File: src/rtl/ahb_req_arbiter_pkg.sv
// Shared AHB-Lite encodings, FSM state type and request legality helper
// for the requester-to-AHB arbiter.
package ahb_req_arbiter_pkg;

   localparam logic [1:0] HTRANS_IDLE = 2'b00;
   localparam logic [1:0] HTRANS_BUSY = 2'b01;
   localparam logic [1:0] HTRANS_NSEQ = 2'b10;
   localparam logic [1:0] HTRANS_SEQ  = 2'b11;

   localparam logic [2:0] HSIZE_8  = 3'b000;
   localparam logic [2:0] HSIZE_16 = 3'b001;
   localparam logic [2:0] HSIZE_32 = 3'b010;

   localparam logic [2:0] HBURST_SINGLE   = 3'b000;
   localparam logic [3:0] HPROT_DATA_PRIV = 4'b0011;

   typedef enum logic [1:0] {
      IDLE,
      ADDR,
      DATA,
      LERR
   } ahb_state_t;

   // Sizes wider than a word, or addresses not aligned to the size, never reach the bus.
   function automatic logic req_is_illegal(input logic [2:0] size, input logic [1:0] addr_lo);
      logic bad;
      bad = 1'b0;
      if (size > HSIZE_32)
         bad = 1'b1;
      else if ((size == HSIZE_16) && addr_lo[0])
         bad = 1'b1;
      else if ((size == HSIZE_32) && (addr_lo != 2'b00))
         bad = 1'b1;
      return bad;
   endfunction

endpackage

File: src/rtl/ahb_req_arbiter_if.sv
// Requester-side request/response bundle plus the AHB-Lite master pins.
// The master modport is the arbiter's view; slave is the environment's view.
interface ahb_req_arbiter_if #(
   parameter int NUM_REQ = 2,
   parameter int ADDR_W  = 32,
   parameter int DATA_W  = 32
);
   logic [NUM_REQ-1:0]        req_valid_i;
   logic [NUM_REQ-1:0]        req_ready_o;
   logic [NUM_REQ*ADDR_W-1:0] req_addr_i;
   logic [NUM_REQ-1:0]        req_write_i;
   logic [NUM_REQ*3-1:0]      req_size_i;
   logic [NUM_REQ*DATA_W-1:0] req_wdata_i;
   logic [NUM_REQ-1:0]        rsp_valid_o;
   logic [DATA_W-1:0]         rsp_rdata_o;
   logic                      rsp_err_o;

   logic [ADDR_W-1:0]         ahb_haddr_o;
   logic                      ahb_hwrite_o;
   logic [2:0]                ahb_hsize_o;
   logic [2:0]                ahb_hburst_o;
   logic [3:0]                ahb_hprot_o;
   logic [1:0]                ahb_htrans_o;
   logic                      ahb_hmastlock_o;
   logic [DATA_W-1:0]         ahb_hwdata_o;
   logic                      ahb_hready_i;
   logic                      ahb_hresp_i;
   logic [DATA_W-1:0]         ahb_hrdata_i;

   modport master (
      input  req_valid_i, req_addr_i, req_write_i, req_size_i, req_wdata_i,
      output req_ready_o, rsp_valid_o, rsp_rdata_o, rsp_err_o,
      output ahb_haddr_o, ahb_hwrite_o, ahb_hsize_o, ahb_hburst_o, ahb_hprot_o,
      output ahb_htrans_o, ahb_hmastlock_o, ahb_hwdata_o,
      input  ahb_hready_i, ahb_hresp_i, ahb_hrdata_i
   );

   modport slave (
      output req_valid_i, req_addr_i, req_write_i, req_size_i, req_wdata_i,
      input  req_ready_o, rsp_valid_o, rsp_rdata_o, rsp_err_o,
      input  ahb_haddr_o, ahb_hwrite_o, ahb_hsize_o, ahb_hburst_o, ahb_hprot_o,
      input  ahb_htrans_o, ahb_hmastlock_o, ahb_hwdata_o,
      output ahb_hready_i, ahb_hresp_i, ahb_hrdata_i
   );
endinterface

File: src/rtl/ahb_req_arbiter_rr_arbiter.sv
// Combinational round-robin pick: first pending request strictly after
// the last grant, wrapping modulo NUM_REQ.
module ahb_req_arbiter_rr_arbiter #(
   parameter int NUM_REQ = 2,
   parameter int IDX_W   = $clog2(NUM_REQ)
) (
   input  logic [NUM_REQ-1:0] i_req,
   input  logic [IDX_W-1:0]   i_last_grant,
   output logic [NUM_REQ-1:0] o_grant,
   output logic [IDX_W-1:0]   o_grant_idx,
   output logic               o_grant_valid
);

   logic [IDX_W-1:0] w_cand;

   always_comb begin
      o_grant       = '0;
      o_grant_idx   = '0;
      o_grant_valid = 1'b0;
      w_cand        = '0;
      for (int k = 1; k <= NUM_REQ; k++) begin
         w_cand = IDX_W'((int'(i_last_grant) + k) % NUM_REQ);
         if (!o_grant_valid && i_req[w_cand]) begin
            o_grant_valid   = 1'b1;
            o_grant_idx     = w_cand;
            o_grant[w_cand] = 1'b1;
         end
      end
   end

endmodule

File: src/rtl/ahb_req_arbiter.sv
// Shares one AHB-Lite master port between NUM_REQ requesters, running one
// single transfer at a time and returning data/error to the granted requester.
module ahb_req_arbiter
   import ahb_req_arbiter_pkg::*;
#(
   parameter int NUM_REQ = 2,
   parameter int ADDR_W  = 32,
   parameter int DATA_W  = 32
) (
   input logic               clk,
   input logic               resetn,
   ahb_req_arbiter_if.master bus
);

   localparam int IDX_W = $clog2(NUM_REQ);

   ahb_state_t          r_state;
   logic [IDX_W-1:0]    r_last_grant;
   logic [NUM_REQ-1:0]  r_gnt_onehot;
   logic [DATA_W-1:0]   r_wdata;
   logic [ADDR_W-1:0]   r_haddr;
   logic                r_hwrite;
   logic [2:0]          r_hsize;
   logic [1:0]          r_htrans;
   logic [DATA_W-1:0]   r_hwdata;
   logic [NUM_REQ-1:0]  r_rsp_valid;
   logic [DATA_W-1:0]   r_rsp_rdata;
   logic                r_rsp_err;

   logic [NUM_REQ-1:0]  w_grant;
   logic [IDX_W-1:0]    w_grant_idx;
   logic                w_grant_valid;
   logic [ADDR_W-1:0]   w_addr  [NUM_REQ];
   logic [2:0]          w_size  [NUM_REQ];
   logic [DATA_W-1:0]   w_wdata [NUM_REQ];
   logic [ADDR_W-1:0]   w_sel_addr;
   logic [2:0]          w_sel_size;
   logic [DATA_W-1:0]   w_sel_wdata;
   logic                w_sel_write;
   logic                w_illegal;

   for (genvar gi = 0; gi < NUM_REQ; gi++) begin : g_unpack
      assign w_addr[gi]  = bus.req_addr_i[gi*ADDR_W +: ADDR_W];
      assign w_size[gi]  = bus.req_size_i[gi*3 +: 3];
      assign w_wdata[gi] = bus.req_wdata_i[gi*DATA_W +: DATA_W];
   end

   ahb_req_arbiter_rr_arbiter #(
      .NUM_REQ (NUM_REQ),
      .IDX_W   (IDX_W)
   ) u_rr_arbiter (
      .i_req         (bus.req_valid_i),
      .i_last_grant  (r_last_grant),
      .o_grant       (w_grant),
      .o_grant_idx   (w_grant_idx),
      .o_grant_valid (w_grant_valid)
   );

   assign w_sel_addr  = w_addr[w_grant_idx];
   assign w_sel_size  = w_size[w_grant_idx];
   assign w_sel_wdata = w_wdata[w_grant_idx];
   assign w_sel_write = bus.req_write_i[w_grant_idx];
   assign w_illegal   = req_is_illegal(w_sel_size, w_sel_addr[1:0]);

   // Requests are only ever accepted from IDLE; everywhere else they are ignored.
   assign bus.req_ready_o = (r_state == IDLE) ? w_grant : '0;

   always_ff @(posedge clk or negedge resetn) begin
      if (!resetn) begin
         r_state      <= IDLE;
         r_last_grant <= IDX_W'(NUM_REQ - 1);
         r_gnt_onehot <= '0;
         r_wdata      <= '0;
         r_haddr      <= '0;
         r_hwrite     <= 1'b0;
         r_hsize      <= '0;
         r_htrans     <= HTRANS_IDLE;
         r_hwdata     <= '0;
         r_rsp_valid  <= '0;
         r_rsp_rdata  <= '0;
         r_rsp_err    <= 1'b0;
      end else begin
         r_rsp_valid <= '0;
         case (r_state)
            IDLE: begin
               if (w_grant_valid) begin
                  r_last_grant <= w_grant_idx;
                  r_gnt_onehot <= w_grant;
                  // Illegal requests answer during the LERR cycle without touching the bus.
                  if (w_illegal) begin
                     r_state     <= LERR;
                     r_rsp_valid <= w_grant;
                     r_rsp_err   <= 1'b1;
                     r_rsp_rdata <= '0;
                  end else begin
                     r_state  <= ADDR;
                     r_htrans <= HTRANS_NSEQ;
                     r_haddr  <= w_sel_addr;
                     r_hwrite <= w_sel_write;
                     r_hsize  <= w_sel_size;
                     r_wdata  <= w_sel_wdata;
                  end
               end
            end
            ADDR: begin
               if (bus.ahb_hready_i) begin
                  r_state  <= DATA;
                  r_htrans <= HTRANS_IDLE;
                  if (r_hwrite)
                     r_hwdata <= r_wdata;
               end
            end
            DATA: begin
               if (bus.ahb_hready_i) begin
                  r_state     <= IDLE;
                  r_rsp_valid <= r_gnt_onehot;
                  r_rsp_rdata <= r_hwrite ? '0 : bus.ahb_hrdata_i;
                  r_rsp_err   <= bus.ahb_hresp_i;
               end
            end
            LERR: begin
               r_state <= IDLE;
            end
            default: begin
               r_state <= IDLE;
            end
         endcase
      end
   end

   assign bus.ahb_haddr_o     = r_haddr;
   assign bus.ahb_hwrite_o    = r_hwrite;
   assign bus.ahb_hsize_o     = r_hsize;
   assign bus.ahb_htrans_o    = r_htrans;
   assign bus.ahb_hwdata_o    = r_hwdata;
   assign bus.ahb_hburst_o    = HBURST_SINGLE;
   assign bus.ahb_hprot_o     = HPROT_DATA_PRIV;
   assign bus.ahb_hmastlock_o = 1'b0;
   assign bus.rsp_valid_o     = r_rsp_valid;
   assign bus.rsp_rdata_o     = r_rsp_rdata;
   assign bus.rsp_err_o       = r_rsp_err;

endmodule
File: src/flat_wrapper.sv
// flat-port wrapper written by rule: the top's interface ports become plain ports
module ahb_req_arbiter_flat import ahb_req_arbiter_pkg::*;
#(
   parameter int NUM_REQ = 2,
   parameter int ADDR_W  = 32,
   parameter int DATA_W  = 32
)
  (clk, resetn, bus_req_valid_i, bus_req_addr_i, bus_req_write_i, bus_req_size_i, bus_req_wdata_i, bus_req_ready_o, bus_rsp_valid_o, bus_rsp_rdata_o, bus_rsp_err_o, bus_ahb_haddr_o, bus_ahb_hwrite_o, bus_ahb_hsize_o, bus_ahb_hburst_o, bus_ahb_hprot_o, bus_ahb_htrans_o, bus_ahb_hmastlock_o, bus_ahb_hwdata_o, bus_ahb_hready_i, bus_ahb_hresp_i, bus_ahb_hrdata_i);
  ahb_req_arbiter_if #(.NUM_REQ(NUM_REQ), .ADDR_W(ADDR_W), .DATA_W(DATA_W)) bus_i ();
  input logic clk;
  input logic resetn;
  input wire logic [$bits(bus_i.req_valid_i)-1:0] bus_req_valid_i;
  input wire logic [$bits(bus_i.req_addr_i)-1:0] bus_req_addr_i;
  input wire logic [$bits(bus_i.req_write_i)-1:0] bus_req_write_i;
  input wire logic [$bits(bus_i.req_size_i)-1:0] bus_req_size_i;
  input wire logic [$bits(bus_i.req_wdata_i)-1:0] bus_req_wdata_i;
  output wire logic [$bits(bus_i.req_ready_o)-1:0] bus_req_ready_o;
  output wire logic [$bits(bus_i.rsp_valid_o)-1:0] bus_rsp_valid_o;
  output wire logic [$bits(bus_i.rsp_rdata_o)-1:0] bus_rsp_rdata_o;
  output wire logic [$bits(bus_i.rsp_err_o)-1:0] bus_rsp_err_o;
  output wire logic [$bits(bus_i.ahb_haddr_o)-1:0] bus_ahb_haddr_o;
  output wire logic [$bits(bus_i.ahb_hwrite_o)-1:0] bus_ahb_hwrite_o;
  output wire logic [$bits(bus_i.ahb_hsize_o)-1:0] bus_ahb_hsize_o;
  output wire logic [$bits(bus_i.ahb_hburst_o)-1:0] bus_ahb_hburst_o;
  output wire logic [$bits(bus_i.ahb_hprot_o)-1:0] bus_ahb_hprot_o;
  output wire logic [$bits(bus_i.ahb_htrans_o)-1:0] bus_ahb_htrans_o;
  output wire logic [$bits(bus_i.ahb_hmastlock_o)-1:0] bus_ahb_hmastlock_o;
  output wire logic [$bits(bus_i.ahb_hwdata_o)-1:0] bus_ahb_hwdata_o;
  input wire logic [$bits(bus_i.ahb_hready_i)-1:0] bus_ahb_hready_i;
  input wire logic [$bits(bus_i.ahb_hresp_i)-1:0] bus_ahb_hresp_i;
  input wire logic [$bits(bus_i.ahb_hrdata_i)-1:0] bus_ahb_hrdata_i;
  assign bus_i.req_valid_i = bus_req_valid_i;
  assign bus_i.req_addr_i = bus_req_addr_i;
  assign bus_i.req_write_i = bus_req_write_i;
  assign bus_i.req_size_i = bus_req_size_i;
  assign bus_i.req_wdata_i = bus_req_wdata_i;
  assign bus_req_ready_o = bus_i.req_ready_o;
  assign bus_rsp_valid_o = bus_i.rsp_valid_o;
  assign bus_rsp_rdata_o = bus_i.rsp_rdata_o;
  assign bus_rsp_err_o = bus_i.rsp_err_o;
  assign bus_ahb_haddr_o = bus_i.ahb_haddr_o;
  assign bus_ahb_hwrite_o = bus_i.ahb_hwrite_o;
  assign bus_ahb_hsize_o = bus_i.ahb_hsize_o;
  assign bus_ahb_hburst_o = bus_i.ahb_hburst_o;
  assign bus_ahb_hprot_o = bus_i.ahb_hprot_o;
  assign bus_ahb_htrans_o = bus_i.ahb_htrans_o;
  assign bus_ahb_hmastlock_o = bus_i.ahb_hmastlock_o;
  assign bus_ahb_hwdata_o = bus_i.ahb_hwdata_o;
  assign bus_i.ahb_hready_i = bus_ahb_hready_i;
  assign bus_i.ahb_hresp_i = bus_ahb_hresp_i;
  assign bus_i.ahb_hrdata_i = bus_ahb_hrdata_i;
  ahb_req_arbiter #(.NUM_REQ(NUM_REQ), .ADDR_W(ADDR_W), .DATA_W(DATA_W)) u_core (.clk(clk), .resetn(resetn), .bus(bus_i));
endmodule
File: config.mk
export PLATFORM = sky130hd
export DESIGN_NAME = ahb_req_arbiter_flat
export DESIGN_NICKNAME = d
export VERILOG_FILES = /design/src/rtl/ahb_req_arbiter_pkg.sv /design/src/rtl/ahb_req_arbiter_if.sv /design/src/rtl/ahb_req_arbiter_rr_arbiter.sv /design/src/rtl/ahb_req_arbiter.sv /design/src/flat_wrapper.sv
export SDC_FILE = /design/constraint.sdc
export NUM_CORES = 1
export LEC_CHECK = 0
export CAP_MARGIN = 0
export CORE_ASPECT_RATIO = 0.7
export CORE_MARGIN = 2
export CORE_UTILIZATION = 39
export DETAILED_ROUTE_END_ITERATION = 6
export GPL_TIMING_DRIVEN = 0
export PLACE_DENSITY_LB_ADDON = 0.1
export SLEW_MARGIN = 10
export SYNTH_ARGS = -nofsm -noshare
export SYNTH_HDL_FRONTEND = slang
export SYNTH_SLANG_ARGS = --single-unit
File: constraint.sdc
create_clock -name clk -period 2.9 [get_ports clk]
set_clock_uncertainty 0.15 [all_clocks]
set_input_delay 0.58 -clock clk [delete_from_list [all_inputs] [get_ports clk]]
set_output_delay 0.58 -clock clk [all_outputs]
set_load 0.01 [all_outputs]
== Word-level counts from Yosys, hierarchy flattened ==
Cells that the tools add are included.

* Register bits: 142
* Input bits: 174
* Output and inout port bits: 115
* Word-level logic and storage cells: 100

* Add/sub/neg operators: 2
* Order comparisons: 7
* Eq/ne operators: 10
* Multiplexer cells: 50
* Bitwise logic cells: 3
* Reduce and logical (&&, ||, !) cells: 16

{| class="wikitable"
|+ Operators by type and width
! operator !! count
|-
| two-way mux 32 bit || 10
|-
| case mux 32 bit (2 select lines) || 1
|-
| two-way mux 2 bit || 12
|-
| two-way mux 1 bit || 18
|-
| two-way mux 3 bit || 3
|-
| AND reduction 3 bit || 3
|-
| != test 2 bit, second input constant || 4
|-
| case mux 2 bit (2 select lines) || 2
|-
| case mux 2 bit (4 select lines) || 1
|-
| AND reduction 4 bit || 2
|-
| < comparator 1 x 2 -> 1 bit, second input constant || 3
|-
| nonzero test 2 bit || 3
|-
| logical AND 1 bit || 5
|-
| equality test 2 bit, second input constant || 2
|-
| equality test 3 x 1 -> 1 bit, second input constant || 1
|-
| equality test 3 x 2 -> 1 bit, second input constant || 1
|-
| greater-than comparator 3 x 2 -> 1 bit, second input constant || 1
|-
| adder 1 bit, second input constant || 2
|-
| demux 1 bit (select 1 bit) || 2
|-
| equality test 2 x 1 -> 1 bit, second input constant || 1
|-
| greater-or-equal comparator 1 bit, second input constant || 2
|-
| greater-or-equal comparator 2 bit, second input constant || 1
|-
| logical NOT 2 bit || 1
|-
| != test 2 x 1 -> 1 bit, second input constant || 1
|-
| other kinds (6) || 6
|}

== Depth between registers and ports, before layout ==
Gate-level depths: netlist of the first run.

* Depth in word-level cells: 19
* Gate-level depth with buffers: 7
* Mapped depth without buffers: 4

== By module ==
A second synthesis of the first run with hierarchy kept.

* Cells, all modules: 438
* Area total of the unflattened synthesis: 6,313.6 um2

{| class="wikitable"
|+ Modules (own cells, without submodules)
! module !! instances !! cells an instance !! area each (um2) !! seq. area each (um2)
|-
| ahb_req_arbiter || 1 || 433 || 6,281.0 || 3,529.6
|-
| ahb_req_arbiter_rr_arbiter || 1 || 5 || 32.5 || 0.0
|}

== Worst setup path before layout of the first run ==
Ideal clock, no wire load.

* Path kind: input to register
* From: in bus_req_valid_i[1]
* To: reg u_core.r_haddr[11], in the netlist u_core.bus.ahb_haddr_o[11]
* Library setup time: 0.127 ns
* Data arrival time: 1.950 ns
* Required time: 2.623 ns
* Path slack: 0.672 ns
* Cell stages on the path: 6
* Path buffers: 2
* Cell sequence: a21boi_1 a211oi_1 nor3_2 buf_6 buf_6 mux2_1

* Cells in the longest elaborated chain, start to end: 17
* Elaborated cells between the ends (all ways): 28
* Classes of those cells: order compare: 1; eq/ne: 2; mux: 17; bitwise: 2; reduce/logical: 6

{| class="wikitable"
|+ Ends and longest elaborated chain
! item !! RTL line !! source
|-
| from (decl) || flat_wrapper.sv:12 || <nowiki>input wire logic [$bits(bus_i.req_valid_i)-1:0] bus_req_valid_i;</nowiki>
|-
| two-way mux 1 bit (not written as such) (2 in series) || ahb_req_arbiter_rr_arbiter.sv:23 || <nowiki>if (!o_grant_valid && i_req[w_cand]) begin</nowiki>
|-
| two-way mux 1 bit || ahb_req_arbiter_rr_arbiter.sv:23 ||
|-
| logical NOT 1 bit || ahb_req_arbiter_rr_arbiter.sv:23 ||
|-
| logical AND 1 bit || ahb_req_arbiter_rr_arbiter.sv:23 ||
|-
| two-way mux 1 bit || ahb_req_arbiter_rr_arbiter.sv:23 ||
|-
| NOT 1 -> 2 bit (not written as such) || ahb_req_arbiter.sv:59, ahb_req_arbiter.sv:60 ||
|-
| two-way mux 3 bit (not written as such) / two-way mux 32 bit (equally long branches) (3 in series) || ahb_req_arbiter.sv:60, ahb_req_arbiter.sv:59 ||
|-
| equality test 3 x 2 -> 1 bit / nonzero test 2 bit (equally long branches) || ahb_req_arbiter_pkg.sv:32 || <nowiki>else if ((size == HSIZE_32) && (addr_lo != 2'b00))</nowiki>
|-
| logical AND 1 bit || ahb_req_arbiter_pkg.sv:32 ||
|-
| two-way mux 1 bit || ahb_req_arbiter_pkg.sv:32 ||
|-
| two-way mux 1 bit || ahb_req_arbiter_pkg.sv:30 || <nowiki>else if ((size == HSIZE_16) && addr_lo[0])</nowiki>
|-
| two-way mux 1 bit || ahb_req_arbiter_pkg.sv:28 || <nowiki>if (size > HSIZE_32)</nowiki>
|-
| NOT 1 bit (no source line) || -- ||
|-
| AND reduction 3 bit (no source line) || -- ||
|-
| to (signal assigned) || ahb_req_arbiter.sv:98 || <nowiki>r_haddr <= w_sel_addr;</nowiki>
|-
| to (decl) || ahb_req_arbiter.sv:21 || <nowiki>logic [ADDR_W-1:0] r_haddr;</nowiki>
|}

Parallel ways exist; a longest one is shown, timed or not. The select of a mux whose other input is x is not followed.
A chain may end at the register's enable or synchronous reset.

== Worst setup path in the final report of the first run ==
* From: reg u_core.r_state[1]
* To: out bus_req_ready_o[0]

* Cells in the longest elaborated chain, start to end: 2

{| class="wikitable"
|+ Ends and longest elaborated chain
! item !! RTL line !! source
|-
| from (decl) || ahb_req_arbiter.sv:17 || <nowiki>ahb_state_t r_state;</nowiki>
|-
| from (signal assigned) || ahb_req_arbiter.sv:70 || <nowiki>r_state <= IDLE;</nowiki>
|-
| from (signal assigned) || ahb_req_arbiter.sv:91 || <nowiki>r_state <= LERR;</nowiki>
|-
| from (signal assigned) || ahb_req_arbiter.sv:96 || <nowiki>r_state <= ADDR;</nowiki>
|-
| logical NOT 2 bit || ahb_req_arbiter.sv:66 || <nowiki>assign bus.req_ready_o = (r_state == IDLE) ? w_grant : '0;</nowiki>
|-
| two-way mux 2 bit || ahb_req_arbiter.sv:66 ||
|-
| to (decl) || flat_wrapper.sv:17 || <nowiki>output wire logic [$bits(bus_i.req_ready_o)-1:0] bus_req_ready_o;</nowiki>
|}

Every way passes these cells.

==> results of run 1 <==
[per-stage QoR]
| step | util | hold slack, ns | TNS, ns | instances |
|---|---|---|---|---|
| 3_3_place_gp | 0.5973 | 0.3059 | -668.20 | 1044 |
| 2_1_floorplan | - | 0.1344 | 0 | 565 |
| 4_1_cts | 0.6418 | 0.3345 | 0 | 1078 |
| 3_5_place_dp | 0.5991 | 0.3080 | -69.10 | 1045 |
| 5_1_grt | 0.6423 | 0.3455 | 0 | 1078 |
| 6_report | 0.6423 | 0.3265 | 0 | 1078 |
[flip-flops by register name, indices dropped and copies added (netlist names), 2 cells and up]
signal	flops
u_core.bus.ahb_haddr_o	32
u_core.bus.ahb_hwdata_o	32
u_core.bus.rsp_rdata_o	32
u_core.r_wdata	32
u_core.bus.ahb_hsize_o	3
u_core.bus.rsp_valid_o	2
u_core.r_gnt_onehot	2
u_core.r_state	2
[repair_timing]
item | 4_1_cts | 5_1_grt
setup buffers | 1 | 0
pin swaps | 1 | 0
hold endpoints to repair | 13 | 0
setup endpoints to repair | 100 | 2
gates resized for setup | 10 | 3
hold buffers | 1 | 0
[cell usage after synthesis]
master / number / area share
and3b_1: 1 / 0.0014
nand2b_1: 2 / 0.0020
mux2_4: 3 / 0.0073
o21a_1: 1 / 0.0012
nor3_2: 1 / 0.0016
nand2_1: 204 / 0.12
nor2_1: 5 / 0.0030
nor4b_1: 1 / 0.0014
o32ai_2: 1 / 0.0026
a21oi_1: 1 / 0.00081
nor2b_1: 1 / 0.0010
nand3b_1: 2 / 0.0024
a21boi_1: 1 / 0.0012
a211oi_1: 1 / 0.0012
nand4b_1: 1 / 0.0014
a32o_1: 1 / 0.0016
mux2_2: 91 / 0.17
a21bo_1: 1 / 0.0016
a22o_1: 32 / 0.045
nor3_1: 3 / 0.0024
nand3_1: 1 / 0.00081
a211oi_4: 1 / 0.0032
clkbuf_1: 23 / 0.014
inv_1: 1 / 0.00061
conb_1: 2 / 0.0012
mux2_1: 5 / 0.0091
a21o_1: 4 / 0.0049
o21ai_0: 6 / 0.0049
and3_1: 1 / 0.0010
buf_6: 2 / 0.0036
dfstp_2: 1 / 0.0042
buf_2: 8 / 0.0065
buf_4: 9 / 0.011
dfrtp_1: 140 / 0.57
[power by group]
| part | total [mW] | leakage, nW | internal, mW | switching, mW |
|---|---|---|---|---|
| Clock | 2.28 | 0.301 | 1.40 | 0.884 |
| Combinational | 4.04 | 2.53 | 2.40 | 1.63 |
| Sequential | 3.42 | 1.76 | 2.93 | 0.488 |
[layer usage]
metal,GRT usage,part of all wire,vias up
met3,0.06858,0.075,27
met2,0.3444,0.47,180
met1,0.2601,0.44,2473
met4,0.06019,0.016,0
li1,-,-,2467
met5,0,0,-
[final timing paths]
kind / start / endpoint / slack [ns] / cells past startpoint
max: u_core.r_state[1] / bus_req_ready_o[0] / 0.15 / 4
min: u_core.r_gnt_onehot[0] / u_core.bus.rsp_valid_o[0] / 0.33 / 2
max reg2reg: u_core.r_last_grant / u_core.bus.ahb_haddr_o[16] / 0.40 / 7
min reg2reg: u_core.r_gnt_onehot[0] / u_core.bus.rsp_valid_o[0] / 0.33 / 2
max in group asynchronous: resetn / u_core.r_last_grant / 1.25 / 3
min in group asynchronous: resetn / u_core.r_wdata[25] / 0.53 / 2
[kinds of logic (layout without fill, tap and decap cells)]
family	after synthesis	after routing	share of synthesized area
DFF	141	141	0.5704
buffers and inverters	43	356	0.03558
other	2	9	0.001214
muxes	99	99	0.1820
AOI/OAI and AO/OA	50	50	0.06854
and+or+nand+nor	223	223	0.1423
[cell type report]
type / instances / area [sq um] / share of cell area
clock inverter: 13 / 178.9 / 0.01797
tap: 200 / 250.2 / 0.02514
multi-input combinational: 381 / 2489 / 0.2500
timing repair buffer: 282 / 2845 / 0.2858
clock buffer: 19 / 442.9 / 0.04449
inverter: 1 / 3.754 / 0.0003770
buffer: 41 / 216.5 / 0.02174
sequential: 141 / 3530 / 0.3545
[worst reg2reg max path: cells and delay by family, from the launching register on]
family                 cells  cell delay [ns]
flip-flops                 1             0.57
AO/OA/AOI/OAI              2             0.75
AND/OR/NAND/NOR            1             0.09
multiplexers               1             0.32
buffers and inverters      3             0.50
==> impl_metrics.ini, run 1 <==
[status]
status = completed

[worst_setup_path]
critPathTopFamily = buffers and inverters
required_ns = 2.17
cpMaxStageDelayCell = clkdlybuf4s50_1
cp-end-kind = primary output
cp_slowest_stage_delay_ns = 0.60
cp_num_buf_inv = 2
crit_chain = clkbuf_1 -> nor2_2 -> and3_1 -> clkdlybuf4s50_1
worst-setup-path-type = register to primary output
cp_max_fo = 10
start_kind = register
worstPathArrival_ns = 2.02

[timing]
setup_viol = 0
rsz0062_at_grt = no
layout_min_cycle_time_ns = 2.748
worst_slew_pin_slew_ns = 0.7170
slew_viol_final = 0
max_slew_margin = 0.5191
max_freq_mhz = 363.9
fin_crit_sh = 0.9477
setup_ws_ns = 0.1517
hold_viol = 0

[pwr]
finalPower_mw = 9.739
leakage_nw = 4.591
irDropWorstVdd_v = 0.0004691
power_density_nw_per_um2 = 978.2

[global_route]
grt.total_usage = 0.2066
antenna_found_initial = 0
grt_pass1_vias = 5103
grt_overflow = 0
grt_max_degree = 86
grt_pass1_wl_um = 27020

[final_layout]
area_delta_synth_final_pct = 60.88
fill_cells = 1228
nets = 1039
final_common_cell = clkdlybuf4s50_1
drive_gt1_frac = 0.1788
mostFrequentLayoutCells = 275 x clkdlybuf4s50_1, 204 x nand2_1, 140 x dfrtp_1
diodes = 0
stdcell_area_sq_um = 9956

[die]
initial_core_util = 0.3993
fp.dieW_um = 154.6
row_count = 38
die-area_sq_um = 16910
pin_count = 289
core_sq_um = 15500
die_y_um = 109.4

[flow_run]
cap_violations = 0

[drt]
vias_per_cell = 4.775
vias = 5147
post_drt_wl_per_cell_um = 16.15
antenna_left = 0
drt_pass1_iterations = 4
drt_wl_total_um = 17410
route.detailed.drc = 0
drt_iter0_markers = 314

[hold_path]
holdCritPathClass = register to register

[clock_tree]
cts_buffer_depth = 2
cts_tree = done
cts_root_buf = clkbuf_16
cts_max_level = 4
cts_buffers = 17
worstSkewPairLatency_ns = 0.41
clk_pin_slew_ns = 0.06
numClockSinks = 141

[placed_design]
portBuffers = 279
dpl_cell_area_sq_um = 9286
dp_slack_ns = -0.8684
gp_congestion = 0.8252
hpwl_um = 13120

[yosys]
synth_area_sq_um = 6188
yosysSeqAreaShare = 0.5704
avgSynthCellArea_sq_um = 11.09
yosysWarnings = 0
synth_cell_type_count = 34
syn_inst = 558
yosys_register_bits = 141
(Power assumes the default switching activity.)
==> run 2, diff against run 1 <==
==> constraint.sdc (replaced) <==
create_clock -name clk -period 2.9 [get_ports clk]
set_clock_uncertainty 0.15 [all_clocks]
set_input_delay 0.725 -clock clk [delete_from_list [all_inputs] [get_ports clk]]
set_output_delay 0.725 -clock clk [all_outputs]
set_load 0.01 [all_outputs]
==> impl_metrics.ini, run 2 (same netlist as run 1, synthesis figures left out) <==
[drt]
drt_pass1_iterations = 5
route.detailed.drc = 0
vias_per_cell = 4.760
drt_iter0_markers = 294
antenna_left = 0
drt_wl_total_um = 17370
post_drt_wl_per_cell_um = 16.13
vias = 5126

[flow_run]
cap_violations = 0

[die]
die_y_um = 109.4
die-area_sq_um = 16910
fp.dieW_um = 154.6
initial_core_util = 0.3993
core_sq_um = 15500
row_count = 38
pin_count = 289

[final_layout]
final_common_cell = clkdlybuf4s50_1
drive_gt1_frac = 0.1779
area_delta_synth_final_pct = 60.47
diodes = 0
fill_cells = 1234
mostFrequentLayoutCells = 274 x clkdlybuf4s50_1, 204 x nand2_1, 140 x dfrtp_1
nets = 1038

[timing]
setup_viol = 0
setup_tns_ns = 0
layout_min_cycle_time_ns = 2.812
hold_viol = 0
max_slew_margin = 0.5166
fin_crit_sh = 0.9698
slew_viol_final = 0
rsz0062_at_grt = no
max_freq_mhz = 355.6
worst_slew_pin_slew_ns = 0.7207

[global_route]
grt_pass1_wl_um = 27010
grt.total_usage = 0.2066
grt_max_degree = 86
grt_pass1_vias = 5099
antenna_found_initial = 0
grt_overflow = 0

[worst_setup_path]
crit_chain = dlygate4sd2_1 -> a21bo_4 -> clkbuf_4 -> nor3_4 -> buf_4
cp_num_buf_inv = 3
worst-setup-path-type = input port to primary output
r2r_end = u_core.bus.ahb_haddr_o[16]
r2r_slack_ns = 0.39
cpMaxStageDelayCell = dlygate4sd2_1
start_kind = input port
cp.depth = 5
cp_max_fo = 10
worstPathArrival_ns = 1.94
cp_slowest_stage_delay_ns = 0.31
required_ns = 2.03
cp-end-kind = primary output
reg2reg_depth = 7
critPathTopFamily = buffers and inverters
worstReg2RegStart = u_core.r_last_grant

[placed_design]
gp_congestion = 0.8252
portBuffers = 279
hpwl_um = 13120

[pwr]
irDropWorstVdd_v = 0.0004710
power_switching_mw = 2.998
power.internal_mw = 6.728
seqPwrFrac = 0.351
power_density_nw_per_um2 = 979.3
clkPwrFrac = 0.235
finalPower_mw = 9.726
switching_share = 0.3083
leakage_nw = 4.577
pwr-share-comb = 0.414

[clock_tree]
worstSkewPairLatency_ns = 0.41
cts_buffers = 17
ctsHoldBuffers = 0
cts_root_buf = clkbuf_16
clk_pin_slew_ns = 0.07
cts_tree = done
cts_max_level = 4
numClockSinks = 141
cts_buffer_depth = 2

[status]
status = completed

[hold_path]
holdCritPathClass = input port to asynchronous set/reset pin
[run 2: cell count changes in the layout (fill, tap and decap cells not counted)]
cell	previous run	this run
clkdlybuf4s15_2	1	0
clkdlybuf4s50_1	275	274
dlymetal6s2s_1	2	0
nor2_2	1	0
dlygate4sd3_1	1	0
dlygate4sd2_1	0	3
buf_4	10	11
nor2_1	4	5
[run 2: repair_timing]
item,in CTS,in global routing
gates resized for setup,15,0
setup endpoints to repair,101,0
buffers inserted,1,0
[run 2: power groups by stage]
stage	logic (mW)	clock network, mW	registers [mW]
2_1_floorplan	1.55	0	3.71
3_3_place_gp	3.97	0	3.39
3_5_place_dp	4.05	0	3.44
4_1_cts	4.09	2.33	3.42
5_1_grt	4.31	2.43	3.54
6_report	4.02	2.28	3.42
[run 2: per-layer routing]
metal / vias to the layer above / part of all wire / global-route usage
li1: 2466 / - / -
met2: 174 / 0.47 / 0.3444
met3: 20 / 0.075 / 0.06898
met4: 0 / 0.015 / 0.06019
met1: 2466 / 0.44 / 0.2598
met5: - / 0 / 0
[run 2: final cells by class]
class | instances | area [sq um] | area share
inverters | 1 | 3.754 | 0.0003780
clock buffers | 19 | 442.9 | 0.04460
well taps | 200 | 250.2 | 0.02520
plain buffers | 41 | 216.5 | 0.02180
flip-flops and latches | 141 | 3530 | 0.3554
repair buffers | 281 | 2823 | 0.2842
clock inverters | 13 | 178.9 | 0.01802
multi-input cells | 381 | 2486 | 0.2503
[run 2: how the worst max path moves through the flow]
stage | startpoint | end | slack [ns]
floorplan | bus_req_valid_i[1] | bus_req_ready_o[1] | 0.38
global placement | resetn | u_core.bus.rsp_rdata_o[6] | -4.54
detailed placement | bus_req_valid_i[1] | bus_req_ready_o[1] | -1.16
CTS | bus_req_valid_i[1] | bus_req_ready_o[1] | 0.1
global route | bus_req_valid_i[1] | bus_req_ready_o[1] | 0.02
finish | bus_req_valid_i[1] | bus_req_ready_o[1] | 0.09
[run 2: metrics by stage]
stage	utilization	instance area, sq um	setup WS [ns]	hold slack (ns)	cells
after floorplan	-	6215	0.3838	0.2794	565
after global placement	0.5973	9258	-4.536	0.3059	1044
after detailed placement	0.5991	9286	-1.158	0.3080	1045
after CTS	0.6407	9931	0.09815	0.1296	1077
after global routing	0.6407	9931	0.01829	0.1481	1077
final	0.6407	9931	0.08752	0.1029	1077
==> run 3, diff against run 2 <==
- CORE_MARGIN: 2 -> 8
- CORE_UTILIZATION: 39 -> 42
==> impl_metrics.ini, run 3 (same netlist as run 1, synthesis figures left out) <==
[flow_run]
cap_violations = 0

[worst_setup_path]
cp_max_fo = 10
cp-end-kind = primary output
r2r_slack_ns = 0.37
worst-setup-path-type = register to primary output
critPathTopFamily = buffers and inverters
cp_num_buf_inv = 2
start_kind = register
required_ns = 2.03
cp_slowest_stage_delay_ns = 0.59
worstPathArrival_ns = 2.01
reg2reg_depth = 7
crit_chain = clkbuf_1 -> nor2_2 -> and3_1 -> clkdlybuf4s50_1
cp.depth = 4
cpMaxStageDelayCell = clkdlybuf4s50_1

[global_route]
grt_pass1_vias = 5645
grt.total_usage = 0.2028
grt_max_degree = 90
grt_pass1_wl_um = 30440
grt_overflow = 0
antenna_found_initial = 0

[timing]
layout_min_cycle_time_ns = 2.889
max_freq_mhz = 346.1
rsz0062_at_grt = yes
slew_viol_final = 0
fin_crit_sh = 0.9963
worst_slew_pin_slew_ns = 0.7590
hold_viol = 0
max_slew_margin = 0.4909
whs_ns = 0.1086
setup_viol = 0

[clock_tree]
cts_buffers = 17
cts_tree = done
cts_root_buf = clkbuf_16
clk_pin_slew_ns = 0.06
numClockSinks = 141
cts_max_level = 4
worstSkewPairLatency_ns = 0.40
cts_buffer_depth = 2

[final_layout]
fill_cells = 1116
diodes = 0
nets = 1039
drive_gt1_frac = 0.1802
final_common_cell = clkdlybuf4s50_1
mostFrequentLayoutCells = 275 x clkdlybuf4s50_1, 204 x nand2_1, 140 x dfrtp_1
stdcell_area_sq_um = 9874
area_delta_synth_final_pct = 59.56

[die]
die-area_sq_um = 18940
initial_core_util = 0.4257
pin_count = 289
core_sq_um = 14540
die_y_um = 117.6
fp.dieW_um = 161.1
row_count = 37

[drt]
vias = 5119
drt_wl_total_um = 19320
antenna_left = 0
route.detailed.drc = 0
post_drt_wl_per_cell_um = 18.02
vias_per_cell = 4.775
drt_pass1_iterations = 4
drt_iter0_markers = 231

[pwr]
irDropWorstVdd_v = 0.0004490
finalPower_mw = 9.530
power_density_nw_per_um2 = 965.1
seqPwrFrac = 0.359
power.internal_mw = 6.545
power_switching_mw = 2.985
clkPwrFrac = 0.212
switching_share = 0.3132
leakage_nw = 4.547
pwr-share-comb = 0.429

[status]
status = completed

[placed_design]
hpwl_um = 15200
gp_congestion = 0.8547
portBuffers = 279
dpl_cell_area_sq_um = 9280

[hold_path]
holdCritPathClass = input port to asynchronous set/reset pin
-- run 3: layer usage --
| metal | global-route usage | routed length [um] | up-vias |
|---|---|---|---|
| li1 | - | - | 2460 |
| met1 | 0.2392 | 8096 | 2475 |
| met2 | 0.3484 | 9652 | 171 |
| met3 | 0.06289 | 1373 | 13 |
| met4 | 0.06171 | 195 | 0 |
| met5 | 0 | 0 | - |
-- run 3: path summary, 6_finish.rpt --
check	startpoint	endpoint
max	u_core.r_state[1]	bus_req_ready_o[0]
min	resetn	u_core.bus.rsp_rdata_o[30]
max reg2reg	u_core.r_last_grant	u_core.bus.ahb_haddr_o[16]
min reg2reg	u_core.r_gnt_onehot[0]	u_core.r_gnt_onehot[0]
max in group asynchronous	resetn	u_core.bus.ahb_hsize_o[1]
min in group clk	u_core.r_gnt_onehot[0]	u_core.r_gnt_onehot[0]
-- run 3: metrics by stage --
stage | setup slack [ns] | utilization | std cells | TNS [ns]
floorplan | 0.3838 | - | 565 | 0
global route | -0.05060 | 0.6793 | 1072 | -0.05060
detailed placement | -1.115 | 0.6384 | 1040 | -79.19
CTS | 0.002940 | 0.6786 | 1070 | 0
global placement | -4.526 | 0.6364 | 1039 | -701.69
finish | 0.01059 | 0.6793 | 1072 | 0
-- run 3: repair_timing --
item	CTS	global route
endpoints found under the hold margin	0	0
setup endpoints to repair	101	50
hold buffers	0	0
gates cloned	0	0
resized for setup	14	2
pin swaps	1	2
setup buffers	0	2
-- run 3: power groups by stage --
| stage | clock (mW) | combinational (mW) | sequential (mW) |
|---|---|---|---|
| after floorplan | 0 | 1.55 | 3.71 |
| after global placement | 0 | 4.02 | 3.39 |
| after detailed placement | 0 | 4.10 | 3.45 |
| after CTS | 2.07 | 4.15 | 3.43 |
| after global routing | 2.14 | 4.39 | 3.54 |
| final | 2.02 | 4.09 | 3.42 |
-- run 3: final cells by class --
class / count / area [sq um] / share of cell area
flip-flops and latches: 141 / 3530 / 0.3575
plain buffers: 41 / 222.7 / 0.02255
repair buffers: 282 / 2830 / 0.2866
well taps: 195 / 244.0 / 0.02471
clock inverters: 13 / 116.4 / 0.01178
multi-input cells: 381 / 2489 / 0.2520
clock buffers: 18 / 439.2 / 0.04448
inverters: 1 / 3.754 / 0.0003801
-- run 3: worst register-to-register path, stage by stage (launching register included) --
cell and delay (ns):
dfstp_2 0.56, a21boi_2 0.13, a211oi_1 0.64, nor3_2 0.11, buf_4 0.19, buf_6 0.15, buf_6 0.15, mux2_1 0.31
